<file path="src/rtl/dfu_helper_ctl.sv">
// dfu_helper_ctl: boot/DFU helper for iCE40 SoCs.
// Debounces the user button, classifies short and long presses, and issues a
// warm-boot request either from a button event or from a software command.
//
// Optional build macro: DFU_HELPER_WARMBOOT_PRIM_EN
//   defined   -> an SB_WARMBOOT primitive is instantiated and driven from wb_boot/wb_sel
//   undefined -> no primitive; wb_boot/wb_sel are driven identically for external use
//
// Press FSM states:
//   state    | meaning
//   IDLE     | button released, waiting for a debounced press
//   PRESS    | button held, press timer running
//   LONG     | long press just detected (one cycle)
//   WAIT_REL | long press already reported, waiting for release

module dfu_helper_ctl #(
    parameter int TIMER_WIDTH = 24,
    parameter int BTN_MODE    = 3,
    parameter int DFU_MODE    = 0
) (
    input  logic       clk,
    input  logic       rst_n,
    input  logic       boot_now,
    input  logic [1:0] boot_sel,
    input  logic       btn_pad,
    output logic       btn_val,
    output logic       rst_req,
    output logic       wb_boot,
    output logic [1:0] wb_sel
);

    typedef enum logic [1:0] {
        IDLE     = 2'd0,
        PRESS    = 2'd1,
        LONG     = 2'd2,
        WAIT_REL = 2'd3
    } press_state_t;

    localparam logic [TIMER_WIDTH-1:0] TMR_ONE = {{(TIMER_WIDTH-1){1'b0}}, 1'b1};

    logic                   btn_meta;
    logic                   btn_sync;
    logic                   btn_pressed;
    logic [3:0]             dbnc_cnt;
    press_state_t           state;
    logic [TIMER_WIDTH-1:0] press_tmr;
    logic                   short_evt;
    logic                   long_evt;
    logic                   btn_rst_evt;
    logic                   btn_boot_req;
    logic [1:0]             btn_boot_img;
    logic                   boot_now_q;
    logic                   sw_req;
    logic                   boot_latched;
    logic [1:0]             boot_dly;

    // Two-flop synchronizer for the asynchronous button pad
    always_ff @(posedge clk or negedge rst_n) begin
        if (!rst_n) begin
            btn_meta <= 1'b0;
            btn_sync <= 1'b0;
        end else begin
            btn_meta <= btn_pad;
            btn_sync <= btn_meta;
        end
    end

    // Map the synced pad level to 1=pressed according to the pad polarity
    always_comb begin
        btn_pressed = 1'b0;
        if (BTN_MODE == 1)
            btn_pressed = btn_sync;
        else if (BTN_MODE >= 2)
            btn_pressed = ~btn_sync;
    end

    // Debounce: btn_val follows the pressed level only after 16 stable samples
    always_ff @(posedge clk or negedge rst_n) begin
        if (!rst_n) begin
            dbnc_cnt <= 4'd0;
            btn_val  <= 1'b0;
        end else if (btn_pressed == btn_val) begin
            dbnc_cnt <= 4'd0;
        end else if (dbnc_cnt == 4'd15) begin
            dbnc_cnt <= 4'd0;
            btn_val  <= btn_pressed;
        end else begin
            dbnc_cnt <= dbnc_cnt + 4'd1;
        end
    end

    // Press classifier: one short or long event per press, registered pulses
    always_ff @(posedge clk or negedge rst_n) begin
        if (!rst_n) begin
            state     <= IDLE;
            press_tmr <= '0;
            short_evt <= 1'b0;
            long_evt  <= 1'b0;
        end else begin
            short_evt <= 1'b0;
            long_evt  <= 1'b0;
            case (state)
                IDLE: begin
                    if (btn_val) begin
                        state     <= PRESS;
                        press_tmr <= '0;
                    end
                end
                PRESS: begin
                    if (!btn_val) begin
                        short_evt <= 1'b1;
                        state     <= IDLE;
                    end else if (press_tmr == '1) begin
                        long_evt <= 1'b1;
                        state    <= LONG;
                    end else begin
                        press_tmr <= press_tmr + TMR_ONE;
                    end
                end
                LONG: begin
                    state <= WAIT_REL;
                end
                WAIT_REL: begin
                    if (!btn_val)
                        state <= IDLE;
                end
                default: begin
                    state <= IDLE;
                end
            endcase
        end
    end

    // Event meaning depends on which image is running: the application resets on a
    // short press and enters DFU on a long one; the bootloader does the reverse.
    always_comb begin
        if (DFU_MODE == 0) begin
            btn_rst_evt  = short_evt;
            btn_boot_req = long_evt;
            btn_boot_img = 2'b01;
        end else begin
            btn_rst_evt  = long_evt;
            btn_boot_req = short_evt;
            btn_boot_img = 2'b10;
        end
    end

    assign sw_req = boot_now & ~boot_now_q;

    // Registered copy of boot_now for rising-edge detection
    always_ff @(posedge clk or negedge rst_n) begin
        if (!rst_n)
            boot_now_q <= 1'b0;
        else
            boot_now_q <= boot_now;
    end

    // Reset request pulse; suppressed once a boot has been committed
    always_ff @(posedge clk or negedge rst_n) begin
        if (!rst_n)
            rst_req <= 1'b0;
        else
            rst_req <= btn_rst_evt & ~boot_latched;
    end

    // Boot sequencer: latch image, hold it two cycles, then raise the sticky trigger
    always_ff @(posedge clk or negedge rst_n) begin
        if (!rst_n) begin
            boot_latched <= 1'b0;
            boot_dly     <= 2'd0;
            wb_sel       <= 2'b00;
            wb_boot      <= 1'b0;
        end else if (!boot_latched) begin
            if (sw_req) begin
                boot_latched <= 1'b1;
                wb_sel       <= boot_sel;
                boot_dly     <= 2'd1;
            end else if (btn_boot_req) begin
                boot_latched <= 1'b1;
                wb_sel       <= btn_boot_img;
                boot_dly     <= 2'd1;
            end
        end else if (!wb_boot) begin
            if (boot_dly == 2'd0)
                wb_boot <= 1'b1;
            else
                boot_dly <= boot_dly - 2'd1;
        end
    end

`ifdef DFU_HELPER_WARMBOOT_PRIM_EN
    SB_WARMBOOT u_warmboot (
        .BOOT (wb_boot),
        .S1   (wb_sel[1]),
        .S0   (wb_sel[0])
    );
`else
    // No primitive here: the warm-boot request is consumed outside this block.
`endif

endmodule

</file>
<file path="config.mk">
export PLATFORM = sky130hd
export DESIGN_NAME = dfu_helper_ctl
export DESIGN_NICKNAME = d
export VERILOG_FILES = /design/src/rtl/dfu_helper_ctl.sv
export SDC_FILE = /design/constraint.sdc
export NUM_CORES = 1
export LEC_CHECK = 0
export CAP_MARGIN = 20
export CORE_MARGIN = 2
export CORE_UTILIZATION = 50
export DETAILED_ROUTE_END_ITERATION = 8
export HOLD_SLACK_MARGIN = 0.03
export PLACE_DENSITY = 0.68
export SLEW_MARGIN = 20
export SYNTH_ARGS = -nofsm -noshare
export SYNTH_HDL_FRONTEND = slang
export SYNTH_SLANG_ARGS = --single-unit
</file>
<file path="constraint.sdc">
create_clock -name clk -period 4.4 [get_ports clk]
set_clock_uncertainty 0.1 [all_clocks]
set_input_delay 0.88 -clock clk [delete_from_list [all_inputs] [get_ports clk]]
set_output_delay 0.88 -clock clk [all_outputs]
set_load 0.1 [all_outputs]
</file>
# [Yosys cells after proc, flatten, opt, wreduce, memory -nomap -nowiden]
# Cells that the tools add are included.
[totals] register_bits=43
[op_classes] n_reduce_logical=10 bitwise=6 n_eq_ne=13 n_mux=27 addsub=3
[ops] cell="$mux 24" count=3
[ops] cell="$pmux 24 s2" count=1
[ops] cell="$add 24x1->24 const B" count=1
[ops] cell="$eq 24x24->1 const B" count=1
[ops] cell="$mux 2" count=10
[ops] cell="$ne 2x2->1 const B" count=6
[ops] cell="$mux 1" count=10
[ops] cell="$mux 4" count=2
[ops] cell="$pmux 2 s4" count=1
[ops] cell="$reduce_and 3->1" count=2
[ops] cell="$add 4x1->4 const B" count=1
[ops] cell="$eq 2x2->1 const B" count=2
[ops] cell="$eq 4x4->1 const B" count=1
[ops] cell="$logic_not 2->1" count=2
[ops] cell="$not 1->1" count=4
[ops] cell="$reduce_and 2->1" count=2
[ops] cell="$reduce_and 4->1" count=1
[ops] cell="$reduce_bool 2->1" count=2
[ops] cell="$ne 3x3->1 const B" count=1
[ops] cell="$reduce_bool 3->1" count=1
[ops] cell="$and 1x1->1" count=2
[ops] cell="$eq 2x1->1 const B" count=1
[ops] cell="$sub 2x1->2 const B" count=1
[ops] cell="$eq 1x1->1" count=1

# [Logic depth before layout (Yosys ltp)]
[logic_depth] ltp_word=4 mapped_depth=7 depth_no_buf=6

# [Worst setup path before layout]
# No wires, ideal clock.
[synth_path] path_kind="register -> register" startpoint="reg btn_val" endpoint="reg press_tmr[23]" slack_ps=1934 setup_ps=128 stages_incl_launch_ff=7 arrival_time_ps=2239 path_cell_list="dfrtp_1 > nor2b_1 > buf_2 > nand3_1 > a211o_4 > nor4_1 > mux2_1"
[synth_via] elab_chain_len=2
[synth_lines] item="start: declaration" line_no="26" rtl="output logic btn_val,"
[synth_lines] item="start signal: assignment" line_no="86" rtl="btn_val <= btn_pressed;"
[synth_lines] item="$ne 2x2->1 (no source line)"
[synth_lines] item="$reduce_and 4->1 (no source line) (*)"
[synth_lines] item="end signal: assignment" line_no="117" rtl="press_tmr <= press_tmr + TMR_ONE;"
[synth_lines] item="end: declaration" line_no="46" rtl="logic [TIMER_WIDTH-1:0] press_tmr;"
# Mark *: on every way between the ends. The rest lies on a longest branch, timed or not.
# A chain may end at the register's enable or synchronous reset.

# [Final worst setup path]
[layout_path] startpoint="reg btn_val" endpoint="out btn_val"
# No word-level cell between the ends.

==> key figures <==
Status
  • Outcome: complete, no violations

Drt
  • Final wirelength: 4.20 mm
  • Initial drt markers: 99
  • Detail Route Antenna Nets: 0
  • Drt via density: 5.83
  • Routed WL per cell: 14.2 um
  • DRC errors left: 0
  • DR pass1 iterations: 4
  • Vias: 1726

Timing
  • Final Hold Viols: 0
  • Min cycle time layout: 2.90 ns
  • RSZ-0062 raised after global routing: false
  • Slew HR: 0.352
  • Max Clk Rate: 0.344 GHz
  • Final setup vio count: 0
  • Final period util: 0.660
  • Worst slew pin tran: ~0.97 ns
  • Final Max Tran Viols: 0
  • Setup TNS Final: 0 ns

GRT
  • Largest net degree at the start of global routing: 44
  • First-pass GRT wire length: 7.53 mm
  • GRT Overall Usage: 0.190
  • Grt ovf: 0
  • Initial antenna violation count: 0
  • Vias in the first global route: 1636

Clock network
  • Maximum buffer depth of the clock tree: 2
  • Worst skew pair latency: 0.30 ns
  • H-tree depth: 2
  • Root buffer cell: clkbuf_8
  • Clk sinks: 43
  • Post-CTS sizing: 0
  • Clock tree from TritonCTS: built
  • Clk slew on worst S/H paths: 0.08 ns
  • Post-CTS Setup Inserts: 0
  • Num CTS Buffers: 5
  • Hold buffer count at CTS: 0

Worst setup path
  • Kind of critical path: reg -> out
  • Start point of the critical path: btn_val
  • Max incr delay on CP: 1.17 ns
  • Startpoint types: register
  • Buf+Inv Stages, Crit Path: 1
  • Worst reg2reg path endpoint: press_tmr[2]
  • Worst setup EP type: output pin
  • Critical path's top delay family: buffers and inverters
  • CP Data Arrival Time: ~1.9 ns
  • CP max FO: 7
  • R2R setup slack: 2.00 ns
  • Critical Path RT: 3.42 ns
  • Worst R2R Start: press_tmr[0]
  • Slowest stage cell, crit path: clkdlybuf4s50_1
  • CP Cell Sequence: clkdlybuf4s50_1
  • R2R cell count: 6

Job
  • Maxcap violations: 0

Floorplan
  • Die X: 71 um
  • Row Count: 24
  • IO Count: 11
  • Die height: between 70 and 80 um
  • Initial Utilization: 0.516
  • Die area: 5040 um2
  • Core ar.: around 4400 um2

Placement
  • GP Congestion: approximately 0.76
  • IO buf count: 10
  • Dpl cell area: around 2400 um2
  • Post-DP HPWL: 2.89 mm

Pwr
  • Flop pwr share: 0.552
  • Internal power consumption: 0.000563 W
  • Cell Pwr Density: 307 nW/um2
  • Clock share of power: 0.349
  • Sw frac: 0.257
  • Combinational share of power: 0.100
  • NetSw: 0.000195 W
  • Worst VDD drop: 0.181 mV
  • Leak pwr: 1.11 nW

Synthesis
  • EDFF count, synth: 0
  • Synth async-reset ratio: 1.00
  • Area leader, netlist: dfrtp_1
  • Post-synthesis sequential area ratio: 0.479
  • YS warnings: 0
  • Syn_area_per_cell: 9.68 um2
  • Synth area leaders: dfrtp_1, nand2_1, nand3_1
  • Syn Nets: 241
  • Prevailing post-synth register cell: dfrtp_1
  • Post-synthesis cell area: about 2200 um2
  • Yosys reg bits: 43
  • Area share of the largest cell type after synthesis: 0.479
  • Gate Count Post-Synth: 232
  • Synth unique cells: 48

Worst hold path
  • Hold endpoint: btn_sync
  • Hold Path Depth: 0
  • Hold Path Class: reg -> reg
  • Min-delay src: btn_meta

Final layout
  • Number of inserted diodes: 0
  • FILL cells: 387
  • Share of layout cells above drive strength 1: 0.0820
  • Commonest cells after routing, fill and taps aside: dfrtp_1, nand2_1, nor2_1
  • Design area: approximately 2500 um2
  • Nets@finish: 252
  • Leading cell type in the layout, fill and taps excluded: dfrtp_1
  • Synth-to-layout area growth: 10.1%
[synthesized netlist by cell type (2+ instances only)]
cell type and count:
dfrtp_1 43, nand2_1 32, nor2_1 21, nand3_1 17
a21oi_1 7, o211ai_1 7, o21ai_0 7, or4_1 7
inv_1 6, clkbuf_1 5, o31ai_1 5, and2_1 4
and3_1 4, nand4_1 4, nor2b_1 4, nor4_1 4
or3_1 4, a211o_1 3, a21o_1 3, a22o_1 3
ha_1 3, xnor2_1 3, a2111oi_0 2, and4_1 2
buf_6 2, mux2i_1 2, nand2b_1 2, nand4_2 2
nor3_1 2, nor4b_1 2, o2111ai_1 2, o211a_1 2
[metrics by stage]
stage	power, W	hold WS (ns)	cells	worst slack, ns	utilization
global placement	0.000501	0.235	288	1.84	0.545
finish	0.000758	0.255	296	1.50	0.568
CTS	0.000769	0.259	296	1.48	0.568
detailed placement	0.000503	0.239	288	1.82	0.545
floorplan	0.000478	0.231	232	1.93	-
global route	0.000802	0.261	296	1.44	0.568
[area by class of cell]
cell class	instances	area (um2)	share of cell area
timing repair buffer	12	110	0.0445
tap	52	65.1	0.0263
sequential	43	1080	0.435
multi-input combinational	175	1100	0.445
clock inverter	2	16.3	0.00658
inverter	6	22.5	0.00911
clock buffer	6	82.6	0.0334
[cells by family after synthesis]
family | after synthesis | synth area share
adders and majority gates | 3 | 0.0167
DFF | 43 | 0.479
AOI/OAI and AO/OA | 48 | 0.161
xor gates and xnor gates | 4 | 0.0156
and+or+nand+nor | 117 | 0.283
buffers and inverters | 14 | 0.0307
muxes | 3 | 0.0139
[power by group through the flow]
stage / combinational, W / sequential [W] / clock (W)
final: 0.0000755 / 0.000418 / 0.000264
after global routing: 0.0000848 / 0.000421 / 0.000296
after CTS: 0.0000775 / 0.000419 / 0.000273
after detailed placement: 0.0000767 / 0.000427 / 0
after global placement: 0.0000755 / 0.000425 / 0
after floorplan: 0.0000291 / 0.000448 / 0
[registers in the layout, indices dropped and copies added (netlist names), named ones only]
name / cells
press_tmr: 24
rst_req: 1
dbnc_cnt: 4
btn_boot_req: 1
btn_rst_evt: 1
btn_sync: 1
boot_now_q: 1
btn_val: 1
btn_meta: 1
boot_latched: 1
boot_dly: 2
wb_sel: 2
wb_boot: 1
state: 1
[per-layer routing]
| layer | track usage | vias up | share of wire |
|---|---|---|---|
| met1 | 0.267 | 820 | 0.50 |
| met2 | 0.293 | 21 | 0.46 |
| li1 | - | 879 | - |
| met3 | 0.0385 | 6 | 0.031 |
| met4 | 0.0692 | 0 | 0.014 |
| met5 | 0 | - | 0 |
[worst max-delay path by stage]
| stage | end | slack, ns | cells past startpoint |
|---|---|---|---|
| 3_5_place_dp | btn_val | 1.82 | 1 |
| 3_3_place_gp | btn_val | 1.84 | 1 |
| 6_report | btn_val | 1.50 | 1 |
| 5_1_grt | btn_val | 1.44 | 1 |
| 4_1_cts | btn_val | 1.48 | 1 |
| 2_1_floorplan | press_tmr[23] | 1.93 | 6 |
Note: power is estimated with default switching activity, not from simulation.
